===== config.mk =====
export PLATFORM = sky130hd
export DESIGN_NAME = seq_detector_param
export DESIGN_NICKNAME = d
export VERILOG_FILES = /design/src/rtl/seq_detector_param.sv
export SDC_FILE = /design/constraint.sdc
export NUM_CORES = 1
export LEC_CHECK = 0
export ABC_AREA = 1
export ABC_CLOCK_PERIOD_IN_PS = 3800
export CAP_MARGIN = 20
export CORE_MARGIN = 2
export CORE_UTILIZATION = 57
export CTS_BUF_LIST = sky130_fd_sc_hd__clkbuf_16
export DETAILED_ROUTE_END_ITERATION = 8
export GPL_TIMING_DRIVEN = 0
export PLACE_DENSITY = 0.89
export SLEW_MARGIN = 0
export SYNTH_ARGS = -nofsm -noshare
export SYNTH_HDL_FRONTEND = slang
export SYNTH_SLANG_ARGS = --single-unit

===== constraint.sdc =====
create_clock -name clk -period 3.8 [get_ports clk]
set_input_delay 0.95 -clock clk [delete_from_list [all_inputs] [get_ports clk]]
set_output_delay 0.95 -clock clk [all_outputs]
set_load 0.01 [all_outputs]

===== src/rtl/seq_detector_param.sv =====
// Runtime-programmable serial sequence detector: compares the most recent cfg_len
// sampled bits against a programmable right-aligned pattern and pulses on a match.
module seq_detector_param #(
  parameter int                 PAT_W   = 8,
  parameter int                 LEN_W   = $clog2(PAT_W + 1),
  parameter int                 CNT_W   = 8,
  parameter logic [PAT_W-1:0]   DEF_PAT = PAT_W'(4'b1001),
  parameter logic [LEN_W-1:0]   DEF_LEN = LEN_W'(4),
  parameter logic               DEF_OVL = 1'b1
) (
  input  logic             clk,
  input  logic             rst,
  input  logic             in_valid,
  input  logic             i,
  input  logic             cfg_load,
  input  logic [PAT_W-1:0] cfg_pattern,
  input  logic [LEN_W-1:0] cfg_len,
  input  logic             cfg_overlap,
  output logic             out,
  output logic [CNT_W-1:0] match_count,
  output logic             cfg_err
);

  logic [PAT_W-1:0] pat_reg;
  logic [LEN_W-1:0] len_reg;
  logic             ovl_reg;
  logic [PAT_W-1:0] hist_reg;
  logic [LEN_W-1:0] fill_reg;

  logic [PAT_W-1:0] hist_next;
  logic [LEN_W-1:0] fill_next;
  logic [PAT_W-1:0] len_mask;
  logic             match;

  assign hist_next = {hist_reg[PAT_W-2:0], i};
  assign fill_next = (fill_reg >= LEN_W'(PAT_W)) ? LEN_W'(PAT_W) : fill_reg + 1'b1;

  // Only the low len bits of history and pattern take part in the comparison.
  genvar gi;
  generate
    for (gi = 0; gi < PAT_W; gi++) begin : g_mask
      assign len_mask[gi] = (len_reg > LEN_W'(gi));
    end
  endgenerate

  assign match = !cfg_err && (fill_next >= len_reg) &&
                 (((hist_next ^ pat_reg) & len_mask) == '0);

  always_ff @(posedge clk) begin
    if (rst) begin
      pat_reg     <= DEF_PAT;
      len_reg     <= DEF_LEN;
      ovl_reg     <= DEF_OVL;
      hist_reg    <= '0;
      fill_reg    <= '0;
      out         <= 1'b0;
      match_count <= '0;
      cfg_err     <= 1'b0;
    end else if (cfg_load) begin
      // A load discards any bit presented in the same cycle.
      pat_reg  <= cfg_pattern;
      len_reg  <= cfg_len;
      ovl_reg  <= cfg_overlap;
      hist_reg <= '0;
      fill_reg <= '0;
      out      <= 1'b0;
      cfg_err  <= (cfg_len == '0) || (cfg_len > LEN_W'(PAT_W));
    end else if (in_valid) begin
      hist_reg <= hist_next;
      out      <= match;
      if (match) begin
        if (match_count != '1)
          match_count <= match_count + 1'b1;
        // Non-overlap restarts the fill so the next match needs len fresh bits.
        fill_reg <= ovl_reg ? fill_next : '0;
      end else begin
        fill_reg <= fill_next;
      end
    end else begin
      out <= 1'b0;
    end
  end

endmodule


==> results.cfg <==
[timing]
final-setup-viol-count = 0
fin_skew_ns = 0.00490
max-slew-margin-rel_pct = 61.9
worst_pin_slew_ns = 0.570
post-route-min-period_ns = 2.37
rsz0062_at_grt = no
setup_tns_ns = 0
slew_viol_final = 0
setup_slack_ns = 1.43
post-route-period-util_pct = 62.5
finalHoldViolations = 0
max_freq_mhz = 421

[yosys]
syn_inst = 250
synth_simple_gate_area_share_pct = 27.6
ys_seq_elements = 34
synth_cell_types = 23
seq_area_frac_synth_pct = 39.2
syn-num-nets = 274
synth_area_per_cell_sq_um = 6.94
synthMuxAreaShare_pct = 0
synth_top_family_by_area = simple AND/OR/NAND/NOR gates
ys_warn_count = 0
syn_area_sq_um = 1730
synth_fa_ha_area_share_pct = 4.33
synth_xor_area_share_pct = 3.54
synth_compound_area_share_pct = 15.1

[clocking]
cts_tree = done
path_clk_slew_ns = 0.05
clock_sinks = 34
clk_path_buf_depth = 2
cts-buffers-inserted = 5
htreeDepth = 2
ctsHoldBuffers = 0
cts_resized = 0
clock_latency_ns = 0.28
clockRootBuffer = clkbuf_16
postCtsSetupBuffers = 0

[worst_setup_path]
path_max_fanout = 9
cp.required_ns = 3.95
rrSetupSlack_ns = 1.75
critPathCaptureType = flop
crit_arrival_ns = 2.52
setup.worst_path.class = input port to flop
critPathLaunchType = input port

[power_and_ir_drop]
leakage_nw = 0.929
p_total_mw = 0.862
vdd_drop_max_uv = 280
power.density_nw_per_um2 = 397

[grt]
grt_max_degree = 11
grt_pass1_wl_um = 6660
grtUsageTotal_pct = 25.9
grt_overflow = 0
antenna_found_initial = 0
first_global_vias = 1556

[routing]
drtAntennaViolNets = 0
drc = 0
vias = 1727
drt-initial-drc-count = 85
drt-pass1-iter-count = 5
wl_um = 4010
viasPerCell = 5.45
wl_per_cell_um = 12.7

[placed_design]
numPortBuffers = 26
dpl.hpwl_um = 2810
post-place-ws_ns = 1.17
finalWeightedCongestion = 0.891

[die]
die_h_um = 59.2
initial_core_util_pct = 58.2
die_w_um = 59.2
fp-row-count = 20
die_area_sq_um = 3500
coreArea_sq_um = 2980
ioPinCount = 28

[cells_and_area]
final_nets = 307
n_fill_cell = 242
final_common_cell = nand2_1
regArea_sq_um = 681
area_growth_pct = 25.3
n_antenna_cell = 0
final_layout_size_suffix_gt1_share_pct = 5.28
final_cell_mix = nand2_1, inv_1, dfxtp_1
multi_input_area_sq_um = 876

[hold_path]
min_path_type = flop to flop

[status]
outcome = completed

[job]
max_cap_violations = 0
[stage by stage]
stage               util (%)  hold WS [ns]  std cells  area [sq um]
CTS                     73.0         0.464        317          2170
detailed placement      68.4         0.456        309          2040
floorplan                  -         0.441        250          1730
global placement        68.4         0.451        309          2040
global route            73.0         0.500        317          2170
finish                  73.0         0.462        317          2170
[cells by family after synthesis]
kind of cell / Yosys count
DFF: 34
adders and majority gates: 6
xor gates and xnor gates: 7
buffers and inverters: 45
and+or+nand+nor: 108
AOI/OAI and AO/OA: 50
[final cells by class]
type	count	share of cell area, %
flip-flops and latches	34	31.3
multi-input cells	171	40.3
clock inverters	3	0.576
well taps	33	1.90
repair buffers	26	12.0
clock buffers	5	5.76
plain buffers	8	1.78
inverters	37	6.39
[power breakdown]
part | total, mW | internal, mW | switching, mW
Clock | 0.383 | 0.236 | 0.147
Sequential | 0.380 | 0.371 | 0.00912
Combinational | 0.0993 | 0.0412 | 0.0581
Total | 0.862 | 0.648 | 0.214
[cell usage after synthesis]
cell / number / area (sq um)
nor2_2: 3 / 18.8
clkbuf_1: 6 / 22.5
o21ai_0: 18 / 90.1
xor2_1: 5 / 43.8
nor4_1: 2 / 12.5
a21boi_0: 1 / 7.51
ha_1: 6 / 75.1
a211oi_1: 2 / 15.0
nand3_1: 9 / 45.0
buf_2: 1 / 5.00
xnor2_1: 2 / 17.5
buf_6: 1 / 11.3
o22ai_1: 1 / 6.26
inv_2: 1 / 3.75
nand3_2: 3 / 30.0
nand4_1: 11 / 68.8
nor3_1: 2 / 10.0
a21oi_1: 27 / 135
dfxtp_1: 34 / 681
inv_1: 36 / 135
nand2_1: 62 / 233
nor2_1: 16 / 60.1
o31ai_1: 1 / 7.51
[routing by layer]
layer  global-route usage (%)  part of all wire [%]  up-vias
met5                        0                     0        -
met4                     13.3                   3.1        0
met3                     7.64                   6.4       12
met2                     41.1                    48       48
met1                     31.7                    43      790
li1                         -                     -      877
[path summary, 6_finish.rpt]
path | startpoint | end | cells after the start
worst max register to register | fill_reg[0] | fill_reg[2] | 13
worst max-delay path | cfg_load | match_count[0] | 7
worst min register to register | fill_reg[3] | fill_reg[3] | 2
worst min-delay path | fill_reg[3] | fill_reg[3] | 2
[critical path, stage by stage]
cell,delay (ns)
clkdlybuf4s50_1,0.45
inv_1,0.23
nand2_1,0.13
nor2_2,0.34
nand3_2,0.24
nand2_1,0.12
a21oi_1,0.06
Note: power is estimated with default switching activity, not from simulation.
